$ cat config.mk
export PLATFORM = sky130hd
export DESIGN_NAME = decode_stage_pipelined_flat
export DESIGN_NICKNAME = d
export VERILOG_FILES = /design/src/rtl/decode_stage_pipelined_if.sv /design/src/rtl/decode_stage_pipelined.sv /design/src/flat_wrapper.sv
export SDC_FILE = /design/constraint.sdc
export NUM_CORES = 2
export LEC_CHECK = 0
export BUFFER_PORTS_ARGS = -buffer_cell sky130_fd_sc_hd__buf_4
export CAP_MARGIN = 10
export CORE_ASPECT_RATIO = 1.75
export CORE_MARGIN = 2
export CORE_UTILIZATION = 43
export DETAILED_ROUTE_END_ITERATION = 8
export PLACE_DENSITY_LB_ADDON = 0.05
export SKIP_LAST_GASP = 1
export SLEW_MARGIN = 20
export SYNTH_ARGS = -nofsm -noshare
export SYNTH_HDL_FRONTEND = slang
export SYNTH_SLANG_ARGS = --single-unit
$ cat constraint.sdc
create_clock -name i_clk -period 8.14 [get_ports i_clk]
set_clock_uncertainty 0.2 [all_clocks]
set_input_delay 0.814 -clock i_clk [delete_from_list [all_inputs] [get_ports i_clk]]
set_output_delay 0.814 -clock i_clk [all_outputs]
set_load 0.01 [all_outputs]
$ cat src/rtl/decode_stage_pipelined_if.sv
// IF/ID-side inputs, WB/EX-MEM hazard inputs and the ID/EX register outputs of the decode stage.
// master drives instructions and write-back traffic; slave is the decode stage itself.
interface decode_stage_pipelined_if #(
  parameter int N_BITS     = 32,
  parameter int N_REG_BITS = 5
);
  logic                  i_valid;
  logic [N_BITS-1:0]     i_instruccion;
  logic [N_BITS-1:0]     i_pc_4;
  logic                  i_flush;
  logic                  i_wb_regWrite;
  logic [N_REG_BITS-1:0] i_wb_addr;
  logic [N_BITS-1:0]     i_wb_data;
  logic                  i_exmem_regWrite;
  logic [N_REG_BITS-1:0] i_exmem_dst;

  logic                  o_stall;
  logic                  o_branch_taken;
  logic [N_BITS-1:0]     o_DstSalto;
  logic                  o_halt;
  logic                  o_valid;
  logic [N_BITS-1:0]     o_dato_leido1;
  logic [N_BITS-1:0]     o_dato_leido2;
  logic [N_BITS-1:0]     o_dato_ex_signo;
  logic [N_BITS-1:0]     o_pc_4;
  logic [N_REG_BITS-1:0] o_rs;
  logic [N_REG_BITS-1:0] o_rt;
  logic [N_REG_BITS-1:0] o_rd_or_rt;
  logic                  o_control_WB_memtoReg;
  logic                  o_control_WB_regWrite;
  logic                  o_control_M_memWrite;
  logic                  o_control_M_memRead;
  logic                  o_control_EX_ALUSrc;
  logic [1:0]            o_control_EX_ALUOp;

  modport master (
    output i_valid, i_instruccion, i_pc_4, i_flush,
           i_wb_regWrite, i_wb_addr, i_wb_data, i_exmem_regWrite, i_exmem_dst,
    input  o_stall, o_branch_taken, o_DstSalto, o_halt, o_valid,
           o_dato_leido1, o_dato_leido2, o_dato_ex_signo, o_pc_4,
           o_rs, o_rt, o_rd_or_rt,
           o_control_WB_memtoReg, o_control_WB_regWrite, o_control_M_memWrite,
           o_control_M_memRead, o_control_EX_ALUSrc, o_control_EX_ALUOp
  );

  modport slave (
    input  i_valid, i_instruccion, i_pc_4, i_flush,
           i_wb_regWrite, i_wb_addr, i_wb_data, i_exmem_regWrite, i_exmem_dst,
    output o_stall, o_branch_taken, o_DstSalto, o_halt, o_valid,
           o_dato_leido1, o_dato_leido2, o_dato_ex_signo, o_pc_4,
           o_rs, o_rt, o_rd_or_rt,
           o_control_WB_memtoReg, o_control_WB_regWrite, o_control_M_memWrite,
           o_control_M_memRead, o_control_EX_ALUSrc, o_control_EX_ALUOp
  );
endinterface

$ cat src/rtl/decode_stage_pipelined.sv
// MIPS ID stage: regfile, control decode, hazards, branch resolve; ID/EX is 1 cycle after accept.
// Backpressure: o_stall holds PC/IF-ID combinationally while ID/EX takes a bubble; halt stalls forever.
module decode_stage_pipelined #(
  parameter int N_BITS     = 32,
  parameter int N_REG_BITS = 5,
  parameter int BYPASS_EN  = 1
) (
  input  logic                   i_clk,
  input  logic                   i_reset,
  decode_stage_pipelined_if.slave bus
);

  localparam int N_REGS = 2 ** N_REG_BITS;

  localparam logic [5:0] OP_RTYPE = 6'h00;
  localparam logic [5:0] OP_ADDI  = 6'h08;
  localparam logic [5:0] OP_LW    = 6'h23;
  localparam logic [5:0] OP_SW    = 6'h2B;
  localparam logic [5:0] OP_BEQ   = 6'h04;
  localparam logic [5:0] OP_BNE   = 6'h05;
  localparam logic [5:0] OP_HALT  = 6'h3F;

  typedef struct packed {
    logic       known;
    logic       reg_write;
    logic       mem_read;
    logic       mem_write;
    logic       mem_to_reg;
    logic       alu_src;
    logic [1:0] alu_op;
    logic       dst_rd;
    logic       use_rs;
    logic       use_rt;
    logic       is_beq;
    logic       is_bne;
    logic       is_halt;
  } ctrl_t;

  typedef struct packed {
    logic                  valid;
    logic [N_BITS-1:0]     rd1;
    logic [N_BITS-1:0]     rd2;
    logic [N_BITS-1:0]     imm_ext;
    logic [N_BITS-1:0]     pc_4;
    logic [N_REG_BITS-1:0] rs;
    logic [N_REG_BITS-1:0] rt;
    logic [N_REG_BITS-1:0] dst;
    logic                  mem_to_reg;
    logic                  reg_write;
    logic                  mem_write;
    logic                  mem_read;
    logic                  alu_src;
    logic [1:0]            alu_op;
  } idex_t;

  // Field positions are fixed by the 32-bit MIPS encoding regardless of N_BITS.
  logic [31:0]           instr32;
  logic [5:0]            opcode;
  logic [N_REG_BITS-1:0] rs;
  logic [N_REG_BITS-1:0] rt;
  logic [N_REG_BITS-1:0] rd;
  logic [15:0]           imm;
  logic [N_BITS-1:0]     imm_ext;

  assign instr32 = 32'(bus.i_instruccion);
  assign opcode  = instr32[31:26];
  assign rs      = N_REG_BITS'(instr32[25:21]);
  assign rt      = N_REG_BITS'(instr32[20:16]);
  assign rd      = N_REG_BITS'(instr32[15:11]);
  assign imm     = instr32[15:0];
  assign imm_ext = {{(N_BITS-16){imm[15]}}, imm};

  ctrl_t dec;

  always_comb begin
    dec        = '0;
    dec.use_rs = (opcode != OP_HALT);
    case (opcode)
      OP_RTYPE: begin
        dec.known     = 1'b1;
        dec.reg_write = 1'b1;
        dec.alu_op    = 2'b10;
        dec.dst_rd    = 1'b1;
        dec.use_rt    = 1'b1;
      end
      OP_ADDI: begin
        dec.known     = 1'b1;
        dec.reg_write = 1'b1;
        dec.alu_src   = 1'b1;
      end
      OP_LW: begin
        dec.known      = 1'b1;
        dec.reg_write  = 1'b1;
        dec.mem_read   = 1'b1;
        dec.mem_to_reg = 1'b1;
        dec.alu_src    = 1'b1;
      end
      OP_SW: begin
        dec.known     = 1'b1;
        dec.mem_write = 1'b1;
        dec.alu_src   = 1'b1;
        dec.use_rt    = 1'b1;
      end
      OP_BEQ: begin
        dec.known  = 1'b1;
        dec.alu_op = 2'b01;
        dec.use_rt = 1'b1;
        dec.is_beq = 1'b1;
      end
      OP_BNE: begin
        dec.known  = 1'b1;
        dec.alu_op = 2'b01;
        dec.use_rt = 1'b1;
        dec.is_bne = 1'b1;
      end
      OP_HALT: begin
        dec.known   = 1'b1;
        dec.is_halt = 1'b1;
      end
      default: ;
    endcase
  end

  // Register file: entry 0 is never written and is forced to read zero.
  logic [N_BITS-1:0] rf [N_REGS];
  logic              wb_we;
  logic [N_BITS-1:0] rd1;
  logic [N_BITS-1:0] rd2;

  assign wb_we = bus.i_wb_regWrite && (bus.i_wb_addr != '0);

  always_ff @(posedge i_clk) begin
    if (i_reset) begin
      rf <= '{default: '0};
    end else if (wb_we) begin
      rf[bus.i_wb_addr] <= bus.i_wb_data;
    end
  end

  always_comb begin
    rd1 = rf[rs];
    if (rs == '0) begin
      rd1 = '0;
    end else if ((BYPASS_EN != 0) && wb_we && (bus.i_wb_addr == rs)) begin
      rd1 = bus.i_wb_data;
    end
  end

  always_comb begin
    rd2 = rf[rt];
    if (rt == '0) begin
      rd2 = '0;
    end else if ((BYPASS_EN != 0) && wb_we && (bus.i_wb_addr == rt)) begin
      rd2 = bus.i_wb_data;
    end
  end

  idex_t idex_q;
  idex_t idex_d;
  logic  halt_q;

  logic load_use;
  logic rs_pending;
  logic rt_pending;
  logic branch_stall;
  logic stall;
  logic accept;
  logic taken;

  assign load_use = bus.i_valid && idex_q.valid && idex_q.mem_read && (idex_q.dst != '0) &&
                    ((dec.use_rs && (rs == idex_q.dst)) || (dec.use_rt && (rt == idex_q.dst)));

  // A branch compares in ID, so any producer still in EX or MEM must drain first.
  assign rs_pending = (rs != '0) &&
                      ((idex_q.valid && idex_q.reg_write && (rs == idex_q.dst)) ||
                       (bus.i_exmem_regWrite && (bus.i_exmem_dst == rs)));
  assign rt_pending = (rt != '0) &&
                      ((idex_q.valid && idex_q.reg_write && (rt == idex_q.dst)) ||
                       (bus.i_exmem_regWrite && (bus.i_exmem_dst == rt)));

  assign branch_stall = (dec.is_beq || dec.is_bne) && (rs_pending || rt_pending);
  assign stall        = load_use || branch_stall || halt_q;
  assign accept       = bus.i_valid && !stall && !bus.i_flush;
  assign taken        = accept && ((dec.is_beq && (rd1 == rd2)) || (dec.is_bne && (rd1 != rd2)));

  always_comb begin
    idex_d = '0;
    if (accept && dec.known) begin
      idex_d.valid      = 1'b1;
      idex_d.rd1        = rd1;
      idex_d.rd2        = rd2;
      idex_d.imm_ext    = imm_ext;
      idex_d.pc_4       = bus.i_pc_4;
      idex_d.rs         = rs;
      idex_d.rt         = rt;
      idex_d.dst        = dec.dst_rd ? rd : rt;
      idex_d.mem_to_reg = dec.mem_to_reg;
      idex_d.reg_write  = dec.reg_write;
      idex_d.mem_write  = dec.mem_write;
      idex_d.mem_read   = dec.mem_read;
      idex_d.alu_src    = dec.alu_src;
      idex_d.alu_op     = dec.alu_op;
    end
  end

  always_ff @(posedge i_clk) begin
    if (i_reset) begin
      idex_q <= '0;
      halt_q <= 1'b0;
    end else begin
      idex_q <= idex_d;
      if (accept && dec.is_halt) begin
        halt_q <= 1'b1;
      end
    end
  end

  assign bus.o_stall               = stall;
  assign bus.o_branch_taken        = taken;
  assign bus.o_DstSalto            = bus.i_pc_4 + (imm_ext << 2);
  assign bus.o_halt                = halt_q;
  assign bus.o_valid               = idex_q.valid;
  assign bus.o_dato_leido1         = idex_q.rd1;
  assign bus.o_dato_leido2         = idex_q.rd2;
  assign bus.o_dato_ex_signo       = idex_q.imm_ext;
  assign bus.o_pc_4                = idex_q.pc_4;
  assign bus.o_rs                  = idex_q.rs;
  assign bus.o_rt                  = idex_q.rt;
  assign bus.o_rd_or_rt            = idex_q.dst;
  assign bus.o_control_WB_memtoReg = idex_q.mem_to_reg;
  assign bus.o_control_WB_regWrite = idex_q.reg_write;
  assign bus.o_control_M_memWrite  = idex_q.mem_write;
  assign bus.o_control_M_memRead   = idex_q.mem_read;
  assign bus.o_control_EX_ALUSrc   = idex_q.alu_src;
  assign bus.o_control_EX_ALUOp    = idex_q.alu_op;

endmodule
$ cat src/flat_wrapper.sv
// flat-port wrapper written by rule: the top's interface ports become plain ports
module decode_stage_pipelined_flat 
#(
  parameter int N_BITS     = 32,
  parameter int N_REG_BITS = 5,
  parameter int BYPASS_EN  = 1
)
  (i_clk, i_reset, bus_i_valid, bus_i_instruccion, bus_i_pc_4, bus_i_flush, bus_i_wb_regWrite, bus_i_wb_addr, bus_i_wb_data, bus_i_exmem_regWrite, bus_i_exmem_dst, bus_o_stall, bus_o_branch_taken, bus_o_DstSalto, bus_o_halt, bus_o_valid, bus_o_dato_leido1, bus_o_dato_leido2, bus_o_dato_ex_signo, bus_o_pc_4, bus_o_rs, bus_o_rt, bus_o_rd_or_rt, bus_o_control_WB_memtoReg, bus_o_control_WB_regWrite, bus_o_control_M_memWrite, bus_o_control_M_memRead, bus_o_control_EX_ALUSrc, bus_o_control_EX_ALUOp);
  decode_stage_pipelined_if #(.N_BITS(N_BITS), .N_REG_BITS(N_REG_BITS)) bus_i ();
  input  logic i_clk;
  input  logic i_reset;
  input wire logic [$bits(bus_i.i_valid)-1:0] bus_i_valid;
  input wire logic [$bits(bus_i.i_instruccion)-1:0] bus_i_instruccion;
  input wire logic [$bits(bus_i.i_pc_4)-1:0] bus_i_pc_4;
  input wire logic [$bits(bus_i.i_flush)-1:0] bus_i_flush;
  input wire logic [$bits(bus_i.i_wb_regWrite)-1:0] bus_i_wb_regWrite;
  input wire logic [$bits(bus_i.i_wb_addr)-1:0] bus_i_wb_addr;
  input wire logic [$bits(bus_i.i_wb_data)-1:0] bus_i_wb_data;
  input wire logic [$bits(bus_i.i_exmem_regWrite)-1:0] bus_i_exmem_regWrite;
  input wire logic [$bits(bus_i.i_exmem_dst)-1:0] bus_i_exmem_dst;
  output wire logic [$bits(bus_i.o_stall)-1:0] bus_o_stall;
  output wire logic [$bits(bus_i.o_branch_taken)-1:0] bus_o_branch_taken;
  output wire logic [$bits(bus_i.o_DstSalto)-1:0] bus_o_DstSalto;
  output wire logic [$bits(bus_i.o_halt)-1:0] bus_o_halt;
  output wire logic [$bits(bus_i.o_valid)-1:0] bus_o_valid;
  output wire logic [$bits(bus_i.o_dato_leido1)-1:0] bus_o_dato_leido1;
  output wire logic [$bits(bus_i.o_dato_leido2)-1:0] bus_o_dato_leido2;
  output wire logic [$bits(bus_i.o_dato_ex_signo)-1:0] bus_o_dato_ex_signo;
  output wire logic [$bits(bus_i.o_pc_4)-1:0] bus_o_pc_4;
  output wire logic [$bits(bus_i.o_rs)-1:0] bus_o_rs;
  output wire logic [$bits(bus_i.o_rt)-1:0] bus_o_rt;
  output wire logic [$bits(bus_i.o_rd_or_rt)-1:0] bus_o_rd_or_rt;
  output wire logic [$bits(bus_i.o_control_WB_memtoReg)-1:0] bus_o_control_WB_memtoReg;
  output wire logic [$bits(bus_i.o_control_WB_regWrite)-1:0] bus_o_control_WB_regWrite;
  output wire logic [$bits(bus_i.o_control_M_memWrite)-1:0] bus_o_control_M_memWrite;
  output wire logic [$bits(bus_i.o_control_M_memRead)-1:0] bus_o_control_M_memRead;
  output wire logic [$bits(bus_i.o_control_EX_ALUSrc)-1:0] bus_o_control_EX_ALUSrc;
  output wire logic [$bits(bus_i.o_control_EX_ALUOp)-1:0] bus_o_control_EX_ALUOp;
  assign bus_i.i_valid = bus_i_valid;
  assign bus_i.i_instruccion = bus_i_instruccion;
  assign bus_i.i_pc_4 = bus_i_pc_4;
  assign bus_i.i_flush = bus_i_flush;
  assign bus_i.i_wb_regWrite = bus_i_wb_regWrite;
  assign bus_i.i_wb_addr = bus_i_wb_addr;
  assign bus_i.i_wb_data = bus_i_wb_data;
  assign bus_i.i_exmem_regWrite = bus_i_exmem_regWrite;
  assign bus_i.i_exmem_dst = bus_i_exmem_dst;
  assign bus_o_stall = bus_i.o_stall;
  assign bus_o_branch_taken = bus_i.o_branch_taken;
  assign bus_o_DstSalto = bus_i.o_DstSalto;
  assign bus_o_halt = bus_i.o_halt;
  assign bus_o_valid = bus_i.o_valid;
  assign bus_o_dato_leido1 = bus_i.o_dato_leido1;
  assign bus_o_dato_leido2 = bus_i.o_dato_leido2;
  assign bus_o_dato_ex_signo = bus_i.o_dato_ex_signo;
  assign bus_o_pc_4 = bus_i.o_pc_4;
  assign bus_o_rs = bus_i.o_rs;
  assign bus_o_rt = bus_i.o_rt;
  assign bus_o_rd_or_rt = bus_i.o_rd_or_rt;
  assign bus_o_control_WB_memtoReg = bus_i.o_control_WB_memtoReg;
  assign bus_o_control_WB_regWrite = bus_i.o_control_WB_regWrite;
  assign bus_o_control_M_memWrite = bus_i.o_control_M_memWrite;
  assign bus_o_control_M_memRead = bus_i.o_control_M_memRead;
  assign bus_o_control_EX_ALUSrc = bus_i.o_control_EX_ALUSrc;
  assign bus_o_control_EX_ALUOp = bus_i.o_control_EX_ALUOp;
  decode_stage_pipelined #(.N_BITS(N_BITS), .N_REG_BITS(N_REG_BITS), .BYPASS_EN(BYPASS_EN)) u_core (.i_clk(i_clk), .i_reset(i_reset), .bus(bus_i));
endmodule
Word-level counts from Yosys, hierarchy flattened

Cells that the tools add are included.

Register bits: 1159
Output and inout bits: 186

Mux-type cells: 26
Bitwise logic cells: 4
Equality and inequality tests: 15
Reduce and logical (&&, ||, !) cells: 48
Order comparisons: 4
Add/subtract/negate cells: 1

Operators by type and width:

| cell                                                                 | number |
|---|---|
| 1024-bit bitwise mux                                                 | 1 |
| 32-bit binary-select mux with 5-bit select                           | 2 |
| 32-bit two-way mux                                                   | 9 |
| 32-bit demux with 5-bit select                                       | 1 |
| 151-bit two-way mux                                                  | 1 |
| 32-bit adder                                                         | 1 |
| 32-bit == test                                                       | 1 |
| 32-bit inequality test                                               | 1 |
| 5-bit == test                                                        | 6 |
| 1-bit logical AND                                                    | 25 |
| 5-bit nonzero test                                                   | 4 |
| 6-bit == test, second input constant                                 | 3 |
| 6-bit greater-or-equal comparator, second input constant             | 3 |
| 5-bit inverter with 6-bit output                                     | 3 |
| 6-bit by 3-bit == test with 1-bit output, second input constant      | 2 |
| 5-bit logical NOT                                                    | 2 |
| 1-bit two-way mux                                                    | 10 |
| 1-bit logical OR                                                     | 8 |
| 7-bit OR reduction                                                   | 1 |
| 6-bit by 4-bit == test with 1-bit output, second input constant      | 1 |
| 6-bit logical NOT                                                    | 1 |
| 6-bit by 1-bit < comparator with 1-bit output, second input constant | 1 |
| 6-bit inequality test, second input constant                         | 1 |
| 3-bit OR reduction                                                   | 2 |
| 6 further kinds                                                      | 8 |

Longest topological paths before layout

Depth after elaboration: 14
Gate-level depth with buffers: 18

Least setup slack after synthesis

No wires, ideal clock.

Path type: input-to-output
From: input bus_i_instruccion[16]
To: output bus_o_branch_taken
Stages on the path: 14
Setup slack: 3.241 ns
Arrival time: 3.885 ns
Path through: buf_6 -> buf_6 -> buf_6 -> buf_4 -> buf_2 -> mux4_2 -> mux4_2 -> a221o_1 -> xnor2_1 -> nor4_1 -> nand2_1 -> nor4_2 -> xnor2_1 -> nor3b_2

Longest elaborated chain between the ends: 12
Elaborated cells between the ends (all ways): 32
Classes of those cells: eq/ne: 5; mux: 5; bitwise: 1; reduce/logical: 21

Ends and longest elaborated chain:

| element                                                                                             | line                          | text |
|---|---|---|
| start: declaration                                                                                  | flat_wrapper.sv:13            | `input wire logic [$bits(bus_i.i_instruccion)-1:0] bus_i_instruccion;` |
| parallel branches: the longest is 11 deep, another holds 32-bit binary-select mux with 5-bit select | -                             |  |
| 1-bit logical AND *                                                                                 | decode_stage_pipelined.sv:184 | `assign taken = accept && ((dec.is_beq && (rd1 == rd2)) \|\| (dec.is_bne && (rd1 != rd2)));` |
| end: declaration                                                                                    | flat_wrapper.sv:22            | `output wire logic [$bits(bus_i.o_branch_taken)-1:0] bus_o_branch_taken;` |

Mark *: on every way between the ends. The select of a mux whose other input is x is not followed.

Worst setup path after layout

From: input bus_i_instruccion[21]
To: output bus_o_branch_taken

Longest elaborated chain between the ends: 12
Elaborated cells between the ends (all ways): 32
Classes of those cells: eq/ne: 5; mux: 5; bitwise: 1; reduce/logical: 21

Ends and longest elaborated chain:

| element                                                                                             | line |
|---|---|
| parallel branches: the longest is 11 deep, another holds 32-bit binary-select mux with 5-bit select | - |
| 1-bit logical AND *                                                                                 | decode_stage_pipelined.sv:184 |

Marked as above.

==> flow_summary.toml <==
[routing]
postRouteAntennaNets = 0
dr.pass1.iters = 5
vias = 52290
drt-wirelength-per-cell_um = 30.89
viasPerCell = 6.248
drc_errors = 0
wl_um = 258500
drt_iter0_drc = 6025

[pwr]
clkPwrFrac_pct = 44.9
cellPowerDensity_mw_per_mm2 = 193.5
p_switching_mw = 3.363
intPower_mw = 9.386
power_mw = 12.75
irDropWorstVdd_mv = 0.1725
leakagePower_nw = 22.89
seqPwrFrac_pct = 45.0
swShare_pct = 26.38
pwr-share-comb_pct = 10.1

[global_route]
antenna_found_initial = 30
grt_use_total_pct = 36.11
grt_max_degree = 170
grt_pass1_vias = 49960
grt_overflow = 0
grt_pass1_wl_um = 367100

[clock_tree]
ctsResizeCount = 0
cts_tree = "built"
htreeDepth = 3
cts.sinks = 1159
cts_buffers = 114
clk_pin_slew_ps = 70
postCtsSetupBuffers = 0
clk_path_buf_depth = 3
root_buffer = "clkbuf_16"
cts_hold_buffers = 0
clock_latency_ps = 780

[final_layout]
drive_gt1_share_pct = 18.59
fin_cells = 8368
final_area_mm2 = 0.06589
area_delta_synth_final_pct = 12.22
nets = 6599

[sta]
period_share_pct = 90.95
clock.fmax_mhz = 135.1
finalCriticalPeriod_ps = 7403
slew_viol_final = 0
slew_headroom_pct = 15.42
setup_violations = 0
rsz0062_at_grt = "no"
final.setup.worst_slack_ps = 736.7
fin_tns_setup_ps = 0
worst_pin_slew_ps = 1260
final-hold-violation-count = 0

[placed_design]
dp.cells = 8150
hpwlAfterDp_um = 154500
place_congestion = 0.9778
post-place-ws_ps = 1207
portBuffers = 297
place_area_mm2 = 0.06189

[worst_setup_path]
critPathTopFamily = "simple AND/OR/NAND/NOR gates"
required_ps = 7130
worstSetupStartpointType = "input port"
end_kind = "output port"
cp_slowest_stage_delay_ps = 880
crit_top_cell = "buf_12"
timing.rr.start = "u_core.bus.o_rd_or_rt[4]"
worstReg2RegEnd = "u_core.bus.o_dato_leido2[7]"
r2r_cells = 10
cp_slowest_cell = "a221oi_1"
crit_path_max_fanout = 58
path_class = "in -> out"
crit_chain = "buf_8, buf_12, buf_12, mux4_2, mux2i_1, a211oi_1, a221oi_1, xor2_1, nand4_1, or4_1, nor4_2, xnor2_1, nor3b_2, buf_4"
worst-path-buf-inv = 4
critPathArrivalTime_ps = 6390
reg2reg_slack_ps = 4150

[worst_hold_path]
worstHoldPathCells = 2
holdPathEnd = "u_core.bus.o_control_WB_regWrite"
hold_class = "in -> reg"
worstHoldStart = "bus_i_instruccion[28]"

[synthesis]
syn_inst = 6567
syn-num-nets = 6709
yosys_register_bits = 1159
yosysTopAreaCellShare_pct = 39.52
synth.top_cells.by_area = "dfxtp_1 (40%), mux4_2 (18%), nand2_1 (13%), a21oi_1 (9.0%), mux2i_1 (3.3%)"
synthArstFlopShare_pct = 0
avgSynthCellArea_um2 = 8.940
seq_area_frac_synth_pct = 39.52
synth_edf_count = 0
yosysUniqueCellTypes = 81
ys.flop_type = "dfxtp_1"
synth_warnings = 0
synth_top_area_cell = "dfxtp_1"
synth_area_mm2 = 0.05871

[floorplanning]
rows = 179
start_util_pct = 43.26
chipWidth_um = 283.3
die_h_um = 492.8
die-area_mm2 = 0.1396
num_io_pins = 298
core_mm2 = 0.1357

[outcome]
outcome = "finished, final reports clean"

[job]
drv_cap = 0
synthesized netlist by cell type, drive strengths merged (29+ instances only):
cell	number
a211oi	32
a21oi	1058
a221oi	44
and3	102
buf	176
clkbuf	499
dfxtp	1159
ha	29
mux2i	196
mux4	490
nand2	2108
nand3	41
nor2	130
nor2b	63
o21ai	43
xnor2	49
xor2	41
power by group through the flow:
stage / clock [mW] / sequential [mW] / combinational (mW)
2_1_floorplan: 0 / 5.86 / 0.782
3_3_place_gp: 0 / 5.86 / 1.25
3_5_place_dp: 0 / 5.86 / 1.25
4_1_cts: 5.77 / 5.74 / 1.25
5_1_grt: 5.98 / 5.74 / 1.34
6_report: 5.72 / 5.74 / 1.29
worst max path at each step:
stage | from | end | slack, ps | cells past startpoint
4_1_cts | bus_i_instruccion[21] | bus_o_branch_taken | 1210 | 14
6_report | bus_i_instruccion[21] | bus_o_branch_taken | 740 | 14
5_1_grt | bus_i_instruccion[21] | bus_o_branch_taken | 780 | 14
3_3_place_gp | bus_i_instruccion[21] | bus_o_branch_taken | 1190 | 15
3_5_place_dp | bus_i_instruccion[21] | bus_o_branch_taken | 1210 | 14
2_1_floorplan | bus_i_instruccion[16] | bus_o_branch_taken | 3240 | 14
cells in the final DEF, fill, tap and decap left out, drive strengths merged, types with 23 or more instances in the layout:
cell type / count
mux4: 490
ha: 29
xor2: 41
mux2i: 196
and3: 102
nor2b: 63
clkbuf: 167
nor2: 130
a21oi: 1058
xnor2: 49
dfxtp: 1159
nand2: 2108
nand3: 41
buf: 449
inv: 23
a221oi: 44
o21ai: 43
a211oi: 32
nor3: 27
a221o: 28
a22oi: 25
kinds of logic (layout without fill, tap and decap cells):
| family | Yosys count | after routing | share of synthesized area (%) |
|---|---|---|---|
| simple gates | 2550 | 2550 | 17.58 |
| compound gates | 1346 | 1346 | 12.90 |
| flops | 1159 | 1159 | 39.52 |
| mux | 697 | 697 | 22.48 |
| buf+inv | 695 | 676 | 5.524 |
| xor+xnor | 90 | 90 | 1.343 |
| fa+ha+maj | 30 | 30 | 0.6521 |
| other cells | 0 | 10 | 0 |
flip-flops by register name, summed over array words and instances (netlist names), 2 cells and up:
name,count
u_core.rf,1024
u_core.bus.o_dato_leido1,32
u_core.bus.o_dato_leido2,32
u_core.bus.o_pc_4,32
u_core.bus.o_dato_ex_signo,16
u_core.bus.o_rd_or_rt,5
u_core.bus.o_rs,5
u_core.bus.o_rt,5
u_core.bus.o_control_EX_ALUOp,2
final cells by class:
cell class	count	area, um^2
repair buffers	449	3674
flip-flops and latches	1159	23200
inverters	20	80.08
well taps	1810	2265
clock buffers	167	3354
fillers	12940	69840
multi-input cells	4713	32710
diodes	10	25.02
clock inverters	40	575.6
stage by stage:
stage,util (%),hold slack [ps]
floorplan,-,241.5
global placement,45.60,248.6
detailed placement,45.60,254.3
CTS,48.50,20.63
global route,48.53,55.69
finish,48.54,39.62
worst reg2reg max path: stages, from the launching register on:
cell and delay, ps:
dfxtp_1 510, xor2_1 290, nor3_1 90, nand3_1 120, o21ai_0 240, a22oi_1 440
o21ai_0 260, nor3b_2 310, buf_4 450, buf_4 560, and3_1 420
routing by layer:
layer	vias up	share of wire [%]	global-route usage [%]
li1	22700	-	-
met1	25830	37	43.61
met2	2913	47	58.93
met3	811	9.1	7.913
met4	36	7.1	22.03
met5	-	0.093	0
Power figures use the tool's default switching activity.
